==> config.mk <==
export PLATFORM = sky130hd
export DESIGN_NAME = serializador
export DESIGN_NICKNAME = d
export VERILOG_FILES = /design/src/rtl/serial_pkg.sv /design/src/rtl/serial_hold_reg.sv /design/src/rtl/serializador.sv
export SDC_FILE = /design/constraint.sdc
export NUM_CORES = 1
export LEC_CHECK = 0
export ABC_AREA = 0
export BUFFER_PORTS_ARGS = -buffer_cell sky130_fd_sc_hd__buf_2
export CORE_MARGIN = 2
export CORE_UTILIZATION = 40
export CTS_CLUSTER_SIZE = 24
export DETAILED_ROUTE_END_ITERATION = 16
export SLEW_MARGIN = 10
export SYNTH_ARGS = -nofsm -noshare
export SYNTH_HDL_FRONTEND = slang
export SYNTH_SLANG_ARGS = --single-unit
==> constraint.sdc <==
create_clock -name clock_100KHz -period 3.25 [get_ports clock_100KHz]
set_input_delay 0.325 -clock clock_100KHz [delete_from_list [all_inputs] [get_ports clock_100KHz]]
set_output_delay 0.325 -clock clock_100KHz [all_outputs]
set_load 0.03 [all_outputs]
==> src/rtl/serial_pkg.sv <==
// Shared definitions for the bit-serial link: word width, serializer
// states and receiver states.
package serial_pkg;

    localparam int unsigned WORD_W = 8;

    // Serializer FSM states
    typedef enum logic [1:0] {
        IDLE  = 2'd0,
        SHIFT = 2'd1
    } ser_state_t;

    // Receiver FSM states (deserializer side of the link)
    typedef enum logic {
        READING = 1'b0,
        WAITING = 1'b1
    } rx_state_t;

endpackage

==> src/rtl/serial_hold_reg.sv <==
// One-entry holding buffer between the word producer and the shifter.
// Ports:
//   clock_100KHz, reset   clock and async active-high reset
//   data_in               word captured on load
//   load                  producer handshake completed this edge
//   unload                shifter takes the buffered word this edge
//   data_out              buffered word
//   full                  buffer holds a word
//   full_nxt_c            value full takes on the coming edge
//   ready_out             registered !full; low during the cycle after reset
module serial_hold_reg
    import serial_pkg::*;
#(
    parameter int unsigned WIDTH = WORD_W
) (
    input  logic             clock_100KHz,
    input  logic             reset,
    input  logic [WIDTH-1:0] data_in,
    input  logic             load,
    input  logic             unload,
    output logic [WIDTH-1:0] data_out,
    output logic             full,
    output logic             full_nxt_c,
    output logic             ready_out
);

    // A load on the same edge as an unload keeps the buffer occupied
    assign full_nxt_c = load || (full && !unload);

    always_ff @(posedge clock_100KHz or posedge reset) begin
        if (reset) begin
            data_out  <= '0;
            full      <= 1'b0;
            ready_out <= 1'b0;
        end else begin
            if (load) begin
                data_out <= data_in;
            end
            full      <= full_nxt_c;
            ready_out <= !full_nxt_c;
        end
    end

endmodule

==> src/rtl/serializador.sv <==
// Transmit end of the bit-serial link: takes words from a producer and
// shifts them out one bit per transfer. A transfer happens on each edge
// where write_out and status_in are both high.
// Ports:
//   clock_100KHz, reset   clock and async active-high reset
//   data_in, valid_in     producer word and its valid flag
//   ready_out             holding register empty (accept on valid_in && ready_out)
//   bit_out, write_out    serial bit and its valid flag to the receiver
//   status_in             receiver can accept a bit
//   word_sent             one-cycle pulse after the last bit of a word transfers
//   busy_out              shifting or holding a word
module serializador
    import serial_pkg::*;
#(
    parameter int unsigned WIDTH     = WORD_W,
    parameter bit          LSB_FIRST = 1'b1
) (
    input  logic             clock_100KHz,
    input  logic             reset,
    input  logic [WIDTH-1:0] data_in,
    input  logic             valid_in,
    output logic             ready_out,
    output logic             bit_out,
    output logic             write_out,
    input  logic             status_in,
    output logic             word_sent,
    output logic             busy_out
);

    localparam int unsigned IDX_W = (WIDTH > 1) ? $clog2(WIDTH) : 1;
    localparam int unsigned CNT_W = $clog2(WIDTH) + 1;

    ser_state_t       state;
    logic [WIDTH-1:0] shift_reg;
    logic [CNT_W-1:0] count;

    logic [WIDTH-1:0] hold_data;
    logic             hold_full;
    logic             hold_full_nxt_c;
    logic             load_c;
    logic             unload_c;
    logic             last_c;
    logic             shift_nxt_c;

    // Bit of a word that goes out at position idx of the serial sequence
    function automatic logic pick_bit(input logic [WIDTH-1:0] word,
                                      input logic [CNT_W-1:0] idx);
        logic [CNT_W-1:0] pos;
        pos = LSB_FIRST ? idx : (CNT_W'(WIDTH - 1) - idx);
        return word[pos[IDX_W-1:0]];
    endfunction

    assign load_c   = valid_in && ready_out;
    assign last_c   = (count == CNT_W'(WIDTH - 1));
    // Buffer drains into the shifter when idle, or when the last bit of
    // the current word transfers
    assign unload_c = hold_full &&
                      ((state == IDLE) || ((state == SHIFT) && status_in && last_c));

    // Whether the FSM will be in SHIFT after the coming edge
    always_comb begin
        shift_nxt_c = 1'b0;
        case (state)
            IDLE:    shift_nxt_c = hold_full;
            SHIFT:   shift_nxt_c = !(status_in && last_c && !hold_full);
            default: shift_nxt_c = 1'b0;
        endcase
    end

    serial_hold_reg #(
        .WIDTH (WIDTH)
    ) u_hold (
        .clock_100KHz (clock_100KHz),
        .reset        (reset),
        .data_in      (data_in),
        .load         (load_c),
        .unload       (unload_c),
        .data_out     (hold_data),
        .full         (hold_full),
        .full_nxt_c   (hold_full_nxt_c),
        .ready_out    (ready_out)
    );

    // Shifter FSM; status_in low in SHIFT stalls everything in place
    always_ff @(posedge clock_100KHz or posedge reset) begin
        if (reset) begin
            state     <= IDLE;
            shift_reg <= '0;
            count     <= '0;
            bit_out   <= 1'b0;
            write_out <= 1'b0;
            word_sent <= 1'b0;
            busy_out  <= 1'b0;
        end else begin
            word_sent <= 1'b0;
            busy_out  <= shift_nxt_c || hold_full_nxt_c;
            case (state)
                IDLE: begin
                    write_out <= 1'b0;
                    if (hold_full) begin
                        shift_reg <= hold_data;
                        count     <= '0;
                        bit_out   <= pick_bit(hold_data, CNT_W'(0));
                        write_out <= 1'b1;
                        state     <= SHIFT;
                    end
                end
                SHIFT: begin
                    if (status_in) begin
                        if (last_c) begin
                            word_sent <= 1'b1;
                            count     <= '0;
                            if (hold_full) begin
                                // Reload with no gap in write_out
                                shift_reg <= hold_data;
                                bit_out   <= pick_bit(hold_data, CNT_W'(0));
                            end else begin
                                write_out <= 1'b0;
                                state     <= IDLE;
                            end
                        end else begin
                            count   <= count + CNT_W'(1);
                            bit_out <= pick_bit(shift_reg, count + CNT_W'(1));
                        end
                    end
                end
                default: begin
                    write_out <= 1'b0;
                    state     <= IDLE;
                end
            endcase
        end
    end

endmodule

==> results.md <==
* Sw Pwr at 0.389 mW
* Die Area at 3500 sq um
* Final min period at 1750 ps
* Share of power burned in registers at 49.3%
* CP arrival at 1970 ps
* Iter 0 DRT Violations at 19
* Synthesized area per cell at 13.7 sq um
* Type of origin of the critical path: flop
* Post-DR wirelength/cell at 13.7 um
* Buffer and inverter count on the worst path at 0
* Number of setup violations in the final report at 0
* PortBufs at 16
* Hpwl dp at 1.40 mm
* Design area at 1360 sq um
* Initial antenna violation count at 0
* Syn Nets at 104
* GRT Total Usage at 13.1%
* Distinct cells, synth at 29
* Setup crit end kind: flop
* Final wirelength at 1.93 mm
* FF+latch count, synth at 27
* Setup CP Type: flop to flop
* Clk root buf: clkbuf_4
* Io pins at 17
* Final total power at 1.19 mW
* CTS buffer count at 3
* Worst-Skew Late Latency at 320 ps
* Post-synthesis sequential area ratio at 55.4%
* Synth area leader: dfrtp_1
* TritonCTS clock tree: yes
* MaxCap Viol Count at 0
* CP Max Fanout at 8
* First-pass GRT wire length at 3.42 mm
* Via total after detailed routing at 753
* Least-Margin Pin Slew at 996 ps
* WP data required at 3470 ps
* # diodes at 0
* Ys Warns at 0
* Worst Skew at 5.89 ps
* Area after DPL at 1330 sq um
* Internal Pwr Total at 0.799 mW
* Dominant cells by area after synthesis: dfrtp_1, mux2_4, mux2_2
* Post-CTS setup buffer count at 0
* Setup repair after global routing missed its margin: no
* Global route overflow at 0
* Synth top area share at 55.4%
* PD cells at 876 nW/um^2
* Row cnt at 20
* Status: completed
* Top FF cell, synth: dfrtp_1
* Largest net degree at the start of global routing at 28
* Slowest cell on the critical path: dfrtp_1
* Clk buf depth at 2
* GPL Wtd Cong at 0.815
* Relative slew slack at 33.6%
* Die Width at 59.2 um
* DR vias/cell at 5.34
* Most frequent cells in the layout: dfrtp_1, buf_2, mux2_2
* Fin. Hold Viols at 0
* Post-synthesis instance total at 89
* Leakage power at 0.658 nW
* Final slew viol count at 0
* Share of layout cells above drive strength 1 at 38.0%
* Final #Nets at 124
* DRC Markers at 0
* Most common cell after layout, fill and taps aside: dfrtp_1
* Final Non-Filler Cells at 141
* Hold Path Class: primary input to asynchronous set/reset pin
* CP top delay family: flip-flops
* Crit path cell chain: ha_1 > a41o_1 > and2_4 > mux2_4
* Placed cell count at 137
* Part of the power in the clock network at 12.0%
* CTS clk-pin slew, worst paths at 140 ps
* Height of the die at 59.2 um
* Mapped Area at 1220 sq um
* Setup TNS at 0 ps
* Area growth syn-to-layout at 11.2%
* Post-CTS sizing at 0
* Antenna Nets Post-Route at 0
* Core area at 2980 sq um
* Max Fclk at 572 MHz
* Worst-case vdd ir drop at 0.000347 V
* Min Hold Slack at 214 ps
* Starting density of the core at 40.9%
* FFs w/ async S/R, synth at 100%
* Fill count at 274
* Clock sink count at 27
* Vias in the first global route at 761
* First drt pass iteration count at 4
* CTS Hold Bufs at 0
* H-tree depth at 1
* Post-synth EDFFs at 0
* Share of power burned in combinational logic at 38.7%
* Fin crit share at 53.8%
* Sw Share at 32.7%
* Largest stage delay on the critical path at 510 ps
-- worst register-to-register path, stage by stage, from the launching register on --
cell and delay (ps):
dfrtp_1 510, ha_1 280, a41o_1 270, and2_4 270, mux2_4 320
-- routing by layer --
layer | wire (um) | vias to the layer above | part of all wire [%] | global-route usage, %
met5 | 0 | - | 0 | 0
met4 | 6 | 0 | 0.31 | 2.92
met3 | 77 | 2 | 4.0 | 3.93
met2 | 904 | 17 | 47 | 21.5
met1 | 944 | 376 | 49 | 17.0
li1 | - | 358 | - | -
-- area by class of cell --
type | instances | area, sq um | share of cell area (%)
Sequential cell | 27 | 676 | 49.9
Multi-Input combinational cell | 55 | 509 | 37.6
Timing Repair Buffer | 16 | 80.1 | 5.91
Tap cell | 33 | 41.3 | 3.05
Clock buffer | 4 | 26.3 | 1.94
Inverter | 6 | 22.5 | 1.66
-- power groups by stage --
| stage | sequential (mW) | clock, mW | combinational, mW |
|---|---|---|---|
| after floorplan | 0.585 | 0 | 0.377 |
| after global placement | 0.593 | 0 | 0.449 |
| after detailed placement | 0.596 | 0 | 0.464 |
| after CTS | 0.587 | 0.150 | 0.467 |
| after global routing | 0.608 | 0.162 | 0.514 |
| final | 0.586 | 0.142 | 0.459 |
-- cells by family (layout without fill, tap and decap cells) --
family / count (synthesis) / count (layout) / synth area share [%]
mux: 21 / 21 / 23.6
compound gates: 13 / 13 / 7.29
buf+inv: 7 / 26 / 2.77
flops: 27 / 27 / 55.4
xor+xnor: 1 / 1 / 0.719
fa+ha+maj: 3 / 3 / 3.08
simple gates: 17 / 17 / 7.08
-- synth_stat cells (2+ instances only) --
cell,number
dfrtp_1,27
mux2_2,10
mux2_4,8
nand2_1,6
inv_1,5
a21oi_1,3
ha_1,3
nor2_1,3
mux4_2,2
o22ai_1,2
o31ai_1,2
-- per-stage QoR --
step,utilization [%],setup slack (ps)
2_1_floorplan,-,1580
3_3_place_gp,44.6,1540
3_5_place_dp,44.6,1510
4_1_cts,45.5,1490
5_1_grt,45.5,1360
6_report,45.5,1500
-- path summary, 6_finish.rpt --
check                           cells after the start                            from                             end  slack, ps
worst max-delay path                                4            count[0]$_DFFE_PP0P_        shift_reg[2]$_DFFE_PP0P_       1500
worst min-delay path                                2                           reset        shift_reg[5]$_DFFE_PP0P_        210
worst max register to register                      4            count[0]$_DFFE_PP0P_        shift_reg[2]$_DFFE_PP0P_       1500
worst min register to register                      1  u_hold.data_out[1]$_DFFE_PP0P_        shift_reg[1]$_DFFE_PP0P_        510
max in group asynchronous                           2                           reset  u_hold.data_out[1]$_DFFE_PP0P_       2440
min in group clock_100KHz                           2                      data_in[2]  u_hold.data_out[2]$_DFFE_PP0P_        230
(Power assumes the default switching activity.)
